### src/rtl/alu_pkg.sv
// Shared ALU definitions: default widths, flag bit positions, branch condition
// encodings and the writeback buffer occupancy type.
package alu_pkg;

  localparam int DEF_DATA_W = 32;
  localparam int DEF_RD_W   = 5;

  localparam int FLG_Z = 2;
  localparam int FLG_C = 1;
  localparam int FLG_V = 0;

  localparam logic [3:0] COND_EQ = 4'd0;
  localparam logic [3:0] COND_NE = 4'd1;
  localparam logic [3:0] COND_CS = 4'd2;
  localparam logic [3:0] COND_CC = 4'd3;
  localparam logic [3:0] COND_VS = 4'd4;
  localparam logic [3:0] COND_VC = 4'd5;
  localparam logic [3:0] COND_HI = 4'd6;
  localparam logic [3:0] COND_LS = 4'd7;
  localparam logic [3:0] COND_AL = 4'd8;
  localparam logic [3:0] COND_NV = 4'd9;

  typedef enum logic [1:0] {
    OCC_EMPTY = 2'd0,
    OCC_ONE   = 2'd1,
    OCC_FULL  = 2'd2
  } occ_e;

endpackage

### src/rtl/alu_cond_eval.sv
// Combinational branch condition evaluator: maps committed {z,c,v} flags and a
// condition select to a single taken/not-taken bit.
module alu_cond_eval
  import alu_pkg::*;
(
  input  logic [2:0] flags,
  input  logic [3:0] cond_sel,
  output logic       cond_true
);

  logic z_s;
  logic c_s;
  logic v_s;

  assign z_s = flags[FLG_Z];
  assign c_s = flags[FLG_C];
  assign v_s = flags[FLG_V];

  // Condition decode; every unlisted encoding is "never".
  always_comb begin
    cond_true = 1'b0;
    case (cond_sel)
      COND_EQ: cond_true = z_s;
      COND_NE: cond_true = !z_s;
      COND_CS: cond_true = c_s;
      COND_CC: cond_true = !c_s;
      COND_VS: cond_true = v_s;
      COND_VC: cond_true = !v_s;
      COND_HI: cond_true = c_s && !z_s;
      COND_LS: cond_true = !c_s || z_s;
      COND_AL: cond_true = 1'b1;
      COND_NV: cond_true = 1'b0;
      default: cond_true = 1'b0;
    endcase
  end

endmodule

### src/rtl/alu_wb_stage.sv
// ALU writeback stage: 2-entry head/skid FIFO, committed status flags and branch
// condition output. Build macro ALU_WB_STICKY_V_EN adds sticky_v / sticky_clr.
module alu_wb_stage
  import alu_pkg::*;
#(
  parameter int DATA_W = DEF_DATA_W,
  parameter int RD_W   = DEF_RD_W,
  parameter int DEPTH  = 2
) (
  input  logic              clk,
  input  logic              rst_n,
  input  logic              in_valid,
  output logic              in_ready,
  input  logic [DATA_W-1:0] in_res,
  input  logic              in_z,
  input  logic              in_c,
  input  logic              in_v,
  input  logic [RD_W-1:0]   in_rd,
  input  logic              in_wen,
  input  logic              in_fwe,
  output logic              out_valid,
  input  logic              out_ready,
  output logic [DATA_W-1:0] out_res,
  output logic [RD_W-1:0]   out_rd,
  output logic              out_wen,
  output logic [2:0]        flags_q,
  input  logic [3:0]        cond_sel,
  output logic              cond_true
`ifdef ALU_WB_STICKY_V_EN
  ,
  output logic              sticky_v,
  input  logic              sticky_clr
`endif
);

  occ_e              occ_q;
  occ_e              occ_d;
  logic              in_ready_q;
  logic              in_ready_d;
  logic              out_valid_q;
  logic              out_valid_d;
  logic              out_wen_q;
  logic              out_wen_d;
  logic [2:0]        flags_d;

  logic [DATA_W-1:0] head_res_q;
  logic [DATA_W-1:0] head_res_d;
  logic [RD_W-1:0]   head_rd_q;
  logic [RD_W-1:0]   head_rd_d;
  logic              head_wen_q;
  logic              head_wen_d;
  logic              head_fwe_q;
  logic              head_fwe_d;
  logic [2:0]        head_flg_q;
  logic [2:0]        head_flg_d;

  logic [DATA_W-1:0] skid_res_q;
  logic [DATA_W-1:0] skid_res_d;
  logic [RD_W-1:0]   skid_rd_q;
  logic [RD_W-1:0]   skid_rd_d;
  logic              skid_wen_q;
  logic              skid_wen_d;
  logic              skid_fwe_q;
  logic              skid_fwe_d;
  logic [2:0]        skid_flg_q;
  logic [2:0]        skid_flg_d;

  logic [2:0]        in_flg_s;
  logic              accept_s;
  logic              commit_s;

  assign in_flg_s = {in_z, in_c, in_v};
  assign accept_s = in_valid && in_ready_q;
  assign commit_s = out_valid_q && out_ready;

  // Occupancy FSM and head/skid data movement; order is always head before skid.
  always_comb begin
    occ_d      = occ_q;
    head_res_d = head_res_q;
    head_rd_d  = head_rd_q;
    head_wen_d = head_wen_q;
    head_fwe_d = head_fwe_q;
    head_flg_d = head_flg_q;
    skid_res_d = skid_res_q;
    skid_rd_d  = skid_rd_q;
    skid_wen_d = skid_wen_q;
    skid_fwe_d = skid_fwe_q;
    skid_flg_d = skid_flg_q;
    case (occ_q)
      OCC_EMPTY: begin
        if (accept_s) begin
          head_res_d = in_res;
          head_rd_d  = in_rd;
          head_wen_d = in_wen;
          head_fwe_d = in_fwe;
          head_flg_d = in_flg_s;
          occ_d      = OCC_ONE;
        end else begin
          occ_d = OCC_EMPTY;
        end
      end
      OCC_ONE: begin
        if (accept_s && commit_s) begin
          // Pass-through: the new entry replaces the departing head directly.
          head_res_d = in_res;
          head_rd_d  = in_rd;
          head_wen_d = in_wen;
          head_fwe_d = in_fwe;
          head_flg_d = in_flg_s;
          occ_d      = OCC_ONE;
        end else if (accept_s) begin
          skid_res_d = in_res;
          skid_rd_d  = in_rd;
          skid_wen_d = in_wen;
          skid_fwe_d = in_fwe;
          skid_flg_d = in_flg_s;
          occ_d      = OCC_FULL;
        end else if (commit_s) begin
          occ_d = OCC_EMPTY;
        end else begin
          occ_d = OCC_ONE;
        end
      end
      OCC_FULL: begin
        if (commit_s) begin
          head_res_d = skid_res_q;
          head_rd_d  = skid_rd_q;
          head_wen_d = skid_wen_q;
          head_fwe_d = skid_fwe_q;
          head_flg_d = skid_flg_q;
          occ_d      = OCC_ONE;
        end else begin
          occ_d = OCC_FULL;
        end
      end
      default: occ_d = OCC_EMPTY;
    endcase
  end

  // Registered handshake/output qualifiers and flag commit.
  always_comb begin
    out_valid_d = (occ_d != OCC_EMPTY);
    out_wen_d   = out_valid_d && head_wen_d;
    in_ready_d  = (int'(occ_d) < DEPTH);
    if (commit_s && head_fwe_q) begin
      flags_d = head_flg_q;
    end else begin
      flags_d = flags_q;
    end
  end

  // State and output registers.
  always_ff @(posedge clk or negedge rst_n) begin
    if (!rst_n) begin
      occ_q       <= OCC_EMPTY;
      in_ready_q  <= 1'b1;
      out_valid_q <= 1'b0;
      out_wen_q   <= 1'b0;
      flags_q     <= 3'b000;
      head_res_q  <= '0;
      head_rd_q   <= '0;
      head_wen_q  <= 1'b0;
      head_fwe_q  <= 1'b0;
      head_flg_q  <= 3'b000;
      skid_res_q  <= '0;
      skid_rd_q   <= '0;
      skid_wen_q  <= 1'b0;
      skid_fwe_q  <= 1'b0;
      skid_flg_q  <= 3'b000;
    end else begin
      occ_q       <= occ_d;
      in_ready_q  <= in_ready_d;
      out_valid_q <= out_valid_d;
      out_wen_q   <= out_wen_d;
      flags_q     <= flags_d;
      head_res_q  <= head_res_d;
      head_rd_q   <= head_rd_d;
      head_wen_q  <= head_wen_d;
      head_fwe_q  <= head_fwe_d;
      head_flg_q  <= head_flg_d;
      skid_res_q  <= skid_res_d;
      skid_rd_q   <= skid_rd_d;
      skid_wen_q  <= skid_wen_d;
      skid_fwe_q  <= skid_fwe_d;
      skid_flg_q  <= skid_flg_d;
    end
  end

  assign in_ready  = in_ready_q;
  assign out_valid = out_valid_q;
  assign out_res   = head_res_q;
  assign out_rd    = head_rd_q;
  assign out_wen   = out_wen_q;

  alu_cond_eval u_cond_eval (
    .flags     (flags_q),
    .cond_sel  (cond_sel),
    .cond_true (cond_true)
  );

`ifdef ALU_WB_STICKY_V_EN
  logic sticky_q;
  logic sticky_d;

  // Sticky overflow: a committing overflow beats a coincident clear.
  always_comb begin
    if (commit_s && head_fwe_q && head_flg_q[FLG_V]) begin
      sticky_d = 1'b1;
    end else if (sticky_clr) begin
      sticky_d = 1'b0;
    end else begin
      sticky_d = sticky_q;
    end
  end

  // Sticky overflow register.
  always_ff @(posedge clk or negedge rst_n) begin
    if (!rst_n) begin
      sticky_q <= 1'b0;
    end else begin
      sticky_q <= sticky_d;
    end
  end

  assign sticky_v = sticky_q;
`endif

endmodule

### config.mk
export PLATFORM = sky130hd
export DESIGN_NAME = alu_wb_stage
export DESIGN_NICKNAME = d
export VERILOG_FILES = /design/src/rtl/alu_pkg.sv /design/src/rtl/alu_cond_eval.sv /design/src/rtl/alu_wb_stage.sv
export SDC_FILE = /design/constraint.sdc
export NUM_CORES = 1
export LEC_CHECK = 0
export ABC_CLOCK_PERIOD_IN_PS = 2710
export CAP_MARGIN = 20
export CORE_MARGIN = 8
export CORE_UTILIZATION = 55
export DETAILED_ROUTE_END_ITERATION = 10
export GPL_ROUTABILITY_DRIVEN = 0
export PLACE_DENSITY = 0.85
export SYNTH_ARGS = -nofsm -noshare
export SYNTH_HDL_FRONTEND = slang
export SYNTH_SLANG_ARGS = --single-unit
### constraint.sdc
create_clock -name clk -period 2.71 [get_ports clk]
set_input_delay 0.4065 -clock clk [delete_from_list [all_inputs] [get_ports clk]]
set_output_delay 0.4065 -clock clk [all_outputs]
set_load 0.05 [all_outputs]
==> results.py <==
metrics = {
    "route": {
        "drtIter0Drc": 74,
        "vias": 2563,
        "highest_layer": "met4",
        "post_drt_via_cell_ratio": 5.37,
        "drt_first_pass_iters": 4,
        "ant_nets": 0,
        "dr_wl_met3_um": 640,
        "drc": 0,
        "wl_met2_um": 4060,
        "post_drt_wl_per_cell_um": 17.8,
        "met1Wirelength_um": 3690,
        "wl_um": 8510,
    },
    "floorplan": {
        "core-area_um2": 7730,
        "die_h_um": 105,
        "die_x_um": 105,
        "start_util": 0.568,
        "fp.dieArea_um2": 11100,
        "num_rows": 32,
        "ios": 94,
    },
    "worst_setup_path": {
        "crit_required_ns": 2.30,
        "path_max_fanout": 6,
        "critPathArrivalTime_ns": 1.96,
        "cp-end-kind": "output port",
        "worstSetupPathType": "in2out",
        "worstSetupStartpointType": "input pin",
    },
    "sta": {
        "final-hold-violation-count": 0,
        "drv_slew": 0,
        "fmax_mhz": 422,
        "worst_pin_slew_ns": 0.825,
        "timing.final.crit_share": 0.875,
        "rsz0062_at_grt": "no",
        "final-setup-viol-count": 0,
        "fin_crit_ns": 2.37,
        "setup_ws_ns": 0.339,
        "fin_setup_tns_ns": 0,
        "slew_headroom": 0.450,
        "clock_skew_ns": 0.0125,
    },
    "clock_network": {
        "hold_buffers": 0,
        "clock_latency_ns": 0.35,
        "path_clk_slew_ns": 0.09,
        "cts_setup_buffers": 0,
        "cts_root_buf": "clkbuf_8",
        "cts.sinks": 92,
        "cts_tree": "built",
        "clock_path_buffers": 2,
        "cts-buffers-inserted": 9,
        "h-tree-depth": 3,
        "cts.repair.resized": 0,
    },
    "global_route": {
        "overflow": 0,
        "antenna_found_initial": 0,
        "grt_pass1_wl_um": 14100,
        "grt_pass1_vias": 2905,
        "grt_max_degree": 93,
        "grt_usage": 0.156,
    },
    "cells_and_area": {
        "drive_above_1_share": 0.413,
        "nNetsFinal": 422,
        "final_cell_mix": "91 x dfrtp_1, 91 x clkdlybuf4s50_1, 69 x mux2_2",
        "diodes": 0,
        "fin_cells": 477,
        "syn2layout_area_growth_pct": 27.9,
    },
    "placement": {
        "hpwlAfterDp_um": 5920,
        "io_buffers": 93,
        "dp_cells": 461,
        "place_ws_ns": 0.285,
    },
    "logic_synthesis": {
        "synth_edf_count": 0,
        "avgSynthCellArea_um2": 15.9,
        "synthDistinctLibCells": 31,
        "yosysSeqAreaShare": 0.525,
        "ys_ff_latch": 92,
        "async_flop_share": 1.00,
        "synthCells": 276,
        "synth-main-ff-cell": "dfrtp_1",
        "synth_nets": 328,
        "synth_warnings": 0,
        "synth_area_um2": 4390,
    },
    "job": {
        "max_cap_viol_count": 0,
    },
    "pwr": {
        "p_per_area_nw_per_um2": 1310,
        "irDropWorstVdd_uv": 696,
        "leakage_nw": 2.52,
    },
    "run_status": {
        "outcome": "completed",
    },
    "hold_path": {
        "hold_class": "in2async",
    },
}
sequential cells by signal, indices dropped and copies added (netlist names), 2 cells and up:
signal      count
skid_flg_q      3
skid_res_q     32
occ_q           2
skid_rd_q       5
out_rd          5
flags_q         3
head_flg_q      3
out_res        32
stage by stage:
stage          hold WS (ns)  total power, mW  instance area (um^2)  utilization
3_3_place_gp          0.483             6.36                  5420        0.702
3_5_place_dp          0.489             6.49                  5420        0.702
5_1_grt               0.109             7.70                  5620        0.727
4_1_cts               0.106             7.41                  5620        0.727
2_1_floorplan         0.111             5.37                  4400            -
6_report             0.0646             7.34                  5620        0.727
layout make-up:
| class | instances | area [um^2] |
|---|---|---|
| Multi-Input combinational cell | 165 | 1950 |
| Tap cell | 102 | 128 |
| Clock inverter | 4 | 48.8 |
| Fill cell | 500 | 2110 |
| Inverter | 4 | 15.0 |
| Timing Repair Buffer | 98 | 1030 |
| Sequential cell | 92 | 2300 |
| Clock buffer | 12 | 145 |
cell usage after synthesis, drive strengths merged (2+ instances only):
library cell	instances	share of area
o21ai	3	0.0034
a21oi	3	0.0034
mux2i	2	0.0046
nand2b	2	0.0046
a221oi	2	0.0040
dfrtp	91	0.52
nor2b	2	0.0028
and2	2	0.0028
nand3b	3	0.0051
ha	2	0.0057
a21bo	2	0.0046
mux2	127	0.38
inv	4	0.0034
buf	14	0.029
nand2	4	0.0034
worst paths after layout:
check | startpoint | to | slack [ns] | cells after the start
max in group asynchronous | rst_n | in_ready | 2.22 | 2
setup / recovery | cond_sel[2] | cond_true | 0.34 | 5
setup reg to reg | occ_q[0] | head_fwe_q | 0.66 | 3
hold / removal | rst_n | out_rd[3] | 0.06 | 2
hold reg to reg | skid_res_q[22] | skid_res_q[22] | 0.51 | 1
min in group clk | skid_res_q[22] | skid_res_q[22] | 0.51 | 1
cell families after synthesis:
kind of cell               Yosys count  share of synthesized area
muxes                              129                      0.380
DFF                                 92                      0.525
buffers and inverters               19                     0.0330
AOI/OAI and AO/OA                   18                     0.0325
and+or+nand+nor                     16                     0.0245
adders and majority gates            2                    0.00570
worst max-delay path: stages:
cell             delay (ns)
clkdlybuf4s50_1        0.49
a21bo_2                0.23
a211o_1                0.31
a221oi_2               0.35
buf_12                 0.18
routing by layer:
layer | GRT usage | vias to the layer above
li1 | - | 1180
met1 | 0.186 | 1306
met2 | 0.256 | 67
met3 | 0.0530 | 10
met4 | 0.0581 | 0
met5 | 0 | -
power breakdown:
part,switching (mW),internal (mW),leakage [nW]
Clock,0.464,0.452,0.100
Combinational,2.03,1.89,1.33
Sequential,0.418,2.08,1.09
No activity file was read; power rests on OpenSTA's default activity.
